<file path="src/rtl/regfile_param_if.sv">
// regfile_param_if: bus bundle between the register file and its users.
//   master : decode/writeback side (drives write ports, read/debug addresses, clear request)
//   slave  : register file side (returns read data, debug data and clear/conflict status)
// Ports carried:
//   we_a/wa_a/wd_a  write port A        we_b/wa_b/wd_b  write port B (priority)
//   ra1/ra2         read addresses      rd1/rd2         read data
//   dbg_sel         debug address       dbg_data        debug read data (stored value)
//   clr_req         clear request       clr_busy/clr_done clear status
//   wr_conflict     same-address dual write seen on the previous cycle
interface regfile_param_if #(
  parameter int DATA_W = 8,
  parameter int ADDR_W = 3
);
  logic              we_a;
  logic [ADDR_W-1:0] wa_a;
  logic [DATA_W-1:0] wd_a;
  logic              we_b;
  logic [ADDR_W-1:0] wa_b;
  logic [DATA_W-1:0] wd_b;
  logic [ADDR_W-1:0] ra1;
  logic [ADDR_W-1:0] ra2;
  logic [DATA_W-1:0] rd1;
  logic [DATA_W-1:0] rd2;
  logic [ADDR_W-1:0] dbg_sel;
  logic [DATA_W-1:0] dbg_data;
  logic              clr_req;
  logic              clr_busy;
  logic              clr_done;
  logic              wr_conflict;

  modport master (
    output we_a, wa_a, wd_a, we_b, wa_b, wd_b, ra1, ra2, dbg_sel, clr_req,
    input  rd1, rd2, dbg_data, clr_busy, clr_done, wr_conflict
  );

  modport slave (
    input  we_a, wa_a, wd_a, we_b, wa_b, wd_b, ra1, ra2, dbg_sel, clr_req,
    output rd1, rd2, dbg_data, clr_busy, clr_done, wr_conflict
  );
endinterface

</file>
<file path="src/rtl/regfile_param.sv">
// regfile_param: parametrised register file, two write ports (B has priority),
// optional same-cycle write-to-read bypass, optional hardwired-zero register 0,
// and a sequenced clear engine that zeroes one register per cycle.
// Ports:
//   clk  rising-edge clock
//   rst  asynchronous active-low reset
//   bus  regfile_param_if.slave (write ports, read ports, debug port, clear control,
//        wr_conflict status)
module regfile_param #(
  parameter int DATA_W   = 8,
  parameter int ADDR_W   = 3,
  parameter int BYPASS   = 1,
  parameter int ZERO_REG = 1
) (
  input logic            clk,
  input logic            rst,
  regfile_param_if.slave bus
);

  localparam int DEPTH = 2 ** ADDR_W;
  // One extra bit so the terminal index DEPTH-1 and the wrapped value never alias.
  localparam int IDX_W = ADDR_W + 1;

  typedef enum logic [1:0] {
    IDLE  = 2'd0,
    CLEAR = 2'd1,
    DONE  = 2'd2
  } state_t;

  logic [DATA_W-1:0] mem_r [DEPTH];
  state_t            state_r;
  state_t            state_s;
  logic [IDX_W-1:0]  idx_r;
  logic [IDX_W-1:0]  idx_s;
  logic              busy_r;
  logic              done_r;
  logic              conflict_r;
  logic              eff_a_s;
  logic              eff_b_s;
  logic              conflict_s;
  logic [DATA_W-1:0] rd1_s;
  logic [DATA_W-1:0] rd2_s;
  logic [DATA_W-1:0] dbg_s;

  // True when addr is the hardwired-zero register.
  function automatic logic zero_hit(input logic [ADDR_W-1:0] addr);
    return (ZERO_REG != 0) && (addr == {ADDR_W{1'b0}});
  endfunction

  // Read mux shared by rd1/rd2: zero register, then bypass (B over A), then storage.
  function automatic logic [DATA_W-1:0] read_port(
    input logic [ADDR_W-1:0] addr,
    input logic [DATA_W-1:0] stored,
    input logic              eff_a,
    input logic [ADDR_W-1:0] wa_a,
    input logic [DATA_W-1:0] wd_a,
    input logic              eff_b,
    input logic [ADDR_W-1:0] wa_b,
    input logic [DATA_W-1:0] wd_b
  );
    logic [DATA_W-1:0] val;
    if (zero_hit(addr)) begin
      val = {DATA_W{1'b0}};
    end else if ((BYPASS != 0) && eff_b && (wa_b == addr)) begin
      val = wd_b;
    end else if ((BYPASS != 0) && eff_a && (wa_a == addr)) begin
      val = wd_a;
    end else begin
      val = stored;
    end
    return val;
  endfunction

  // Effective writes: blocked while clearing and on the zero register.
  always_comb begin
    eff_a_s    = bus.we_a && !busy_r && !zero_hit(bus.wa_a);
    eff_b_s    = bus.we_b && !busy_r && !zero_hit(bus.wa_b);
    conflict_s = eff_a_s && eff_b_s && (bus.wa_a == bus.wa_b);
  end

  // Register storage: clear engine owns the bank while busy, otherwise A then B (B wins).
  always_ff @(posedge clk or negedge rst) begin
    if (!rst) begin
      for (int i = 0; i < DEPTH; i++) begin
        mem_r[i] <= {DATA_W{1'b0}};
      end
    end else if (busy_r) begin
      mem_r[idx_r[ADDR_W-1:0]] <= {DATA_W{1'b0}};
    end else begin
      if (eff_a_s) begin
        mem_r[bus.wa_a] <= bus.wd_a;
      end
      if (eff_b_s) begin
        mem_r[bus.wa_b] <= bus.wd_b;
      end
    end
  end

  // Clear FSM next-state and index logic.
  always_comb begin
    state_s = state_r;
    idx_s   = idx_r;
    case (state_r)
      IDLE: begin
        if (bus.clr_req) begin
          state_s = CLEAR;
          idx_s   = {IDX_W{1'b0}};
        end else begin
          state_s = IDLE;
          idx_s   = idx_r;
        end
      end
      CLEAR: begin
        idx_s = idx_r + {{(IDX_W-1){1'b0}}, 1'b1};
        if (idx_r == IDX_W'(DEPTH - 1)) begin
          state_s = DONE;
        end else begin
          state_s = CLEAR;
        end
      end
      DONE: begin
        state_s = IDLE;
        idx_s   = idx_r;
      end
      default: begin
        state_s = IDLE;
        idx_s   = {IDX_W{1'b0}};
      end
    endcase
  end

  // FSM state, index and registered status outputs (decoded from next state).
  always_ff @(posedge clk or negedge rst) begin
    if (!rst) begin
      state_r    <= IDLE;
      idx_r      <= {IDX_W{1'b0}};
      busy_r     <= 1'b0;
      done_r     <= 1'b0;
      conflict_r <= 1'b0;
    end else begin
      state_r    <= state_s;
      idx_r      <= idx_s;
      busy_r     <= (state_s == CLEAR);
      done_r     <= (state_s == DONE);
      conflict_r <= conflict_s;
    end
  end

  // Read ports; bypass only applies to effective writes, so never during clear.
  always_comb begin
    rd1_s = read_port(bus.ra1, mem_r[bus.ra1], eff_a_s, bus.wa_a, bus.wd_a,
                      eff_b_s, bus.wa_b, bus.wd_b);
    rd2_s = read_port(bus.ra2, mem_r[bus.ra2], eff_a_s, bus.wa_a, bus.wd_a,
                      eff_b_s, bus.wa_b, bus.wd_b);
    if (zero_hit(bus.dbg_sel)) begin
      dbg_s = {DATA_W{1'b0}};
    end else begin
      dbg_s = mem_r[bus.dbg_sel];
    end
  end

  assign bus.rd1         = rd1_s;
  assign bus.rd2         = rd2_s;
  assign bus.dbg_data    = dbg_s;
  assign bus.clr_busy    = busy_r;
  assign bus.clr_done    = done_r;
  assign bus.wr_conflict = conflict_r;

endmodule

</file>
<file path="src/flat_wrapper.sv">
// flat-port wrapper written by rule: the top's interface ports become plain ports
module regfile_param_flat 
#(
  parameter int DATA_W   = 8,
  parameter int ADDR_W   = 3,
  parameter int BYPASS   = 1,
  parameter int ZERO_REG = 1
)
  (clk, rst, bus_we_a, bus_wa_a, bus_wd_a, bus_we_b, bus_wa_b, bus_wd_b, bus_ra1, bus_ra2, bus_dbg_sel, bus_clr_req, bus_rd1, bus_rd2, bus_dbg_data, bus_clr_busy, bus_clr_done, bus_wr_conflict);
  regfile_param_if #(.DATA_W(DATA_W), .ADDR_W(ADDR_W)) bus_i ();
  input logic clk;
  input logic rst;
  input wire logic [$bits(bus_i.we_a)-1:0] bus_we_a;
  input wire logic [$bits(bus_i.wa_a)-1:0] bus_wa_a;
  input wire logic [$bits(bus_i.wd_a)-1:0] bus_wd_a;
  input wire logic [$bits(bus_i.we_b)-1:0] bus_we_b;
  input wire logic [$bits(bus_i.wa_b)-1:0] bus_wa_b;
  input wire logic [$bits(bus_i.wd_b)-1:0] bus_wd_b;
  input wire logic [$bits(bus_i.ra1)-1:0] bus_ra1;
  input wire logic [$bits(bus_i.ra2)-1:0] bus_ra2;
  input wire logic [$bits(bus_i.dbg_sel)-1:0] bus_dbg_sel;
  input wire logic [$bits(bus_i.clr_req)-1:0] bus_clr_req;
  output wire logic [$bits(bus_i.rd1)-1:0] bus_rd1;
  output wire logic [$bits(bus_i.rd2)-1:0] bus_rd2;
  output wire logic [$bits(bus_i.dbg_data)-1:0] bus_dbg_data;
  output wire logic [$bits(bus_i.clr_busy)-1:0] bus_clr_busy;
  output wire logic [$bits(bus_i.clr_done)-1:0] bus_clr_done;
  output wire logic [$bits(bus_i.wr_conflict)-1:0] bus_wr_conflict;
  assign bus_i.we_a = bus_we_a;
  assign bus_i.wa_a = bus_wa_a;
  assign bus_i.wd_a = bus_wd_a;
  assign bus_i.we_b = bus_we_b;
  assign bus_i.wa_b = bus_wa_b;
  assign bus_i.wd_b = bus_wd_b;
  assign bus_i.ra1 = bus_ra1;
  assign bus_i.ra2 = bus_ra2;
  assign bus_i.dbg_sel = bus_dbg_sel;
  assign bus_i.clr_req = bus_clr_req;
  assign bus_rd1 = bus_i.rd1;
  assign bus_rd2 = bus_i.rd2;
  assign bus_dbg_data = bus_i.dbg_data;
  assign bus_clr_busy = bus_i.clr_busy;
  assign bus_clr_done = bus_i.clr_done;
  assign bus_wr_conflict = bus_i.wr_conflict;
  regfile_param #(.DATA_W(DATA_W), .ADDR_W(ADDR_W), .BYPASS(BYPASS), .ZERO_REG(ZERO_REG)) u_core (.clk(clk), .rst(rst), .bus(bus_i));
endmodule
</file>
<file path="config.mk">
export PLATFORM = sky130hd
export DESIGN_NAME = regfile_param_flat
export DESIGN_NICKNAME = d
export VERILOG_FILES = /design/src/rtl/regfile_param_if.sv /design/src/rtl/regfile_param.sv /design/src/flat_wrapper.sv
export SDC_FILE = /design/constraint.sdc
export NUM_CORES = 1
export LEC_CHECK = 0
export CAP_MARGIN = 20
export CORE_UTILIZATION = 63
export DETAILED_ROUTE_END_ITERATION = 6
export GPL_ROUTABILITY_DRIVEN = 1
export GPL_TIMING_DRIVEN = 0
export PLACE_DENSITY = 0.92
export SETUP_SLACK_MARGIN = 0.2
export SLEW_MARGIN = 10
export SYNTH_ARGS = -nofsm -noshare
export SYNTH_HDL_FRONTEND = slang
export SYNTH_SLANG_ARGS = --single-unit
</file>
<file path="constraint.sdc">
create_clock -name clk -period 2.99 [get_ports clk]
set_input_delay 0.4485 -clock clk [delete_from_list [all_inputs] [get_ports clk]]
set_output_delay 0.4485 -clock clk [all_outputs]
set_load 0.01 [all_outputs]
</file>
==> impl_metrics.yaml <==
synthesis:
  synth_cell_type_count: 52
  post_synth.cell_area_avg_sq_um: 9.73
  synthTopCellsByArea: "dfrtp_1 (29%), mux4_2 (14%), mux2i_1 (11%)"
  ys.flop_type: "dfrtp_1"
  seq_area_frac_synth: 0.290
  synth_commonest_cells: "nand2_1 (93), o21ai_0 (83), dfrtp_1 (73), mux2i_1 (72)"
  ys_seq_elements: 73
  ys_warn_count: 0
  synth.most_common_cell: "nand2_1"
  synth-edff-count: 0
  syn_nets: 684
  netlist.area_leader.share: 0.290
  yosysTopAreaCell: "dfrtp_1"
  async_flop_share: 1.00
  synth_area_sq_um: 6290
  netlist_instances: 647
pwr:
  internal_power_mw: 3.03
  clkPwrFrac: 0.166
  design_power_total_mw: 5.47
  switchingPower_mw: 2.44
  swShare: 0.446
  ir_drop_mv: 0.700
  pwr-share-seq: 0.351
  power.density_nw_per_um2: 741
  combPwrFrac: 0.483
  leakagePower_nw: 3.24
floorplanning:
  die_h_microns: 102
  ios: 63
  dieArea_sq_um: 10400
  placementRows: 36
  die_w_microns: 102
  initial_utilization: 0.647
  core_area_sq_um: 9730
grt:
  grt_pass1_wl_microns: 33700
  grt_max_degree: 41
  grt_pass1_vias: 5748
  grtUsageTotal: 0.456
  antenna_found_initial: 0
  overflow: 0
layout:
  area_growth_pct: 17.4
  drive_gt1_frac: 0.274
  final_nets: 748
  design_area_sq_um: 7380
  nFillCells: 654
  final_util: 0.759
worst_setup_path:
  worstSetupStartpointType: "primary input"
  arrival_ps: 2270
  ff2ff_path_depth: 6
  path_buf_inv: 4
  path_depth: 9
  r2r_end: "u_core.mem_r[46]$_DFF_PN0_"
  cp.required_ps: 2540
  cp_slowest_cell: "dlygate4sd2_1"
  crit_chain: "dlygate4sd2_1 > buf_12 > xnor2_4 > nand3_4 > or2_2 > buf_2 > o211ai_1 > a21oi_1 > buf_2"
  crit_start: "bus_ra1[2]"
  critPathCaptureType: "output port"
  cpMostUsedCell: "buf_2"
  path_max_fanout: 8
  r2r-start: "u_core.bus.clr_busy$_DFF_PN0_"
  ff2ff_setup_slack_ps: 640
  path_class: "in2out"
  setup.worst_path.end: "bus_rd1[7]"
  crit_family: "buffers and inverters"
  critPathMaxStageDelay_ps: 320
sta:
  finalClockSkew_ps: 11.5
  min_period_ps: 2720
  hold_violations: 0
  max_freq_ghz: 0.368
  hold-worst-slack_ps: 31.6
  tightest_slew_ps: 990
  slew_headroom: 0.337
  fin_crit_sh: 0.908
  rsz0062_at_grt: "false"
  tns_ps: 0
  final-max-slew-violation-count: 0
  setup_viol: 0
drt:
  drc: 0
  wl_microns: 22700
  avgViaCountPerCell: 7.16
  via_count: 6090
  drtIter0Drc: 734
  ant_nets: 0
  post_drt_wl_per_cell_microns: 26.7
  firstDrtPassIters: 5
place:
  place_congestion: 0.944
  place_area_sq_um: 6900
  portBuffers: 41
  place_hpwl_microns: 15700
clock_network:
  cts_buffers: 9
  cts_tree: "done"
  root_buffer: "clkbuf_8"
  clk_latency_ps: 370
  cts_sinks: 73
  cts_max_path_buffers: 2
  clkTransAtPathRegs_ps: 90
  htree_levels: 3
min_path:
  hold_path.class: "in2async"
run:
  drv_cap: 0
status:
  status: "complete, no violations"
## final cells by class
| cell class | instances | area, sq um | share of cell area |
|---|---|---|---|
| Antenna cell | 1 | 2.50 | 0.000339 |
| Buffer | 59 | 383 | 0.0518 |
| Clock buffer | 9 | 124 | 0.0168 |
| Clock inverter | 7 | 103 | 0.0139 |
| Inverter | 14 | 52.6 | 0.00712 |
| Multi-Input combinational cell | 501 | 4250 | 0.576 |
| Sequential cell | 73 | 1830 | 0.247 |
| Tap cell | 133 | 166 | 0.0225 |
| Timing Repair Buffer | 53 | 475 | 0.0644 |
## per-stage QoR
step	instances	worst slack (ps)
6_report	850	274
5_1_grt	849	194
4_1_cts	847	191
3_5_place_dp	823	-449
3_3_place_gp	821	-1130
2_1_floorplan	647	845
## cells by family after synthesis
group | count (synthesis) | share of synthesized area
multiplexers | 160 | 0.348
flip-flops | 73 | 0.290
AND/OR/NAND/NOR | 159 | 0.126
adder cells (fa/ha/maj) | 1 | 0.00199
buffers and inverters | 74 | 0.0563
XOR/XNOR | 12 | 0.0167
AO/OA/AOI/OAI | 168 | 0.160
## state kept, by name, indices dropped and copies added (netlist names)
name / cells
u_core.bus.clr_busy: 1
u_core.bus.wr_conflict: 1
u_core.state_r: 2
u_core.mem_r: 64
u_core.bus.clr_done: 1
u_core.idx_r: 4
## how the worst min path moves through the flow
stage | start | slack (ps) | depth (start not counted) | end
2_1_floorplan | rst | 150 | 0 | u_core.bus.clr_busy$_DFF_PN0_
3_3_place_gp | u_core.state_r[1]$_DFF_PN0_ | 440 | 1 | u_core.state_r[0]$_DFF_PN0_
3_5_place_dp | rst | 440 | 1 | u_core.mem_r[52]$_DFF_PN0_
4_1_cts | rst | 40 | 1 | u_core.mem_r[52]$_DFF_PN0_
5_1_grt | rst | 50 | 1 | u_core.mem_r[52]$_DFF_PN0_
6_report | rst | 30 | 1 | u_core.mem_r[52]$_DFF_PN0_
## routing by layer
| metal | wire [microns] | up-vias | GRT usage | share of wire |
|---|---|---|---|---|
| li1 | - | 2535 | - | - |
| met1 | 8080 | 2920 | 0.578 | 0.36 |
| met2 | 9960 | 512 | 0.666 | 0.44 |
| met3 | 3270 | 123 | 0.172 | 0.14 |
| met4 | 1360 | 0 | 0.280 | 0.060 |
| met5 | 0 | - | 0 | 0 |
## timing repair
| action | in CTS | in global routing |
|---|---|---|
| endpoints found under the setup margin | 24 | 21 |
| cloned | 3 | 0 |
| pin swaps | 1 | 7 |
| hold buffers | 0 | 0 |
| gates resized for setup | 108 | 26 |
| setup buffers | 5 | 2 |
## placed cells by master (no fill, tap or decap), types with 8 or more instances in the layout
cell	count
o21ai_1	12
nor2_1	12
inv_1	14
mux2i_1	70
nand2_1	92
buf_2	25
buf_4	16
clkdlybuf4s50_1	14
dfrtp_1	73
mux2_4	8
o21ai_0	81
o2bb2ai_1	8
mux2_2	40
clkbuf_1	25
clkbuf_8	9
nor2b_1	15
a21oi_1	19
o211ai_1	24
mux4_2	40
## power by group through the flow
stage / registers, mW / logic [mW] / clock network [mW]
floorplan: 1.62 / 1.80 / 0
global placement: 1.85 / 2.44 / 0
detailed placement: 1.88 / 2.55 / 0
CTS: 1.86 / 2.58 / 0.911
global route: 1.93 / 2.83 / 0.957
finish: 1.92 / 2.64 / 0.908
Note: power is estimated with default switching activity, not from simulation.
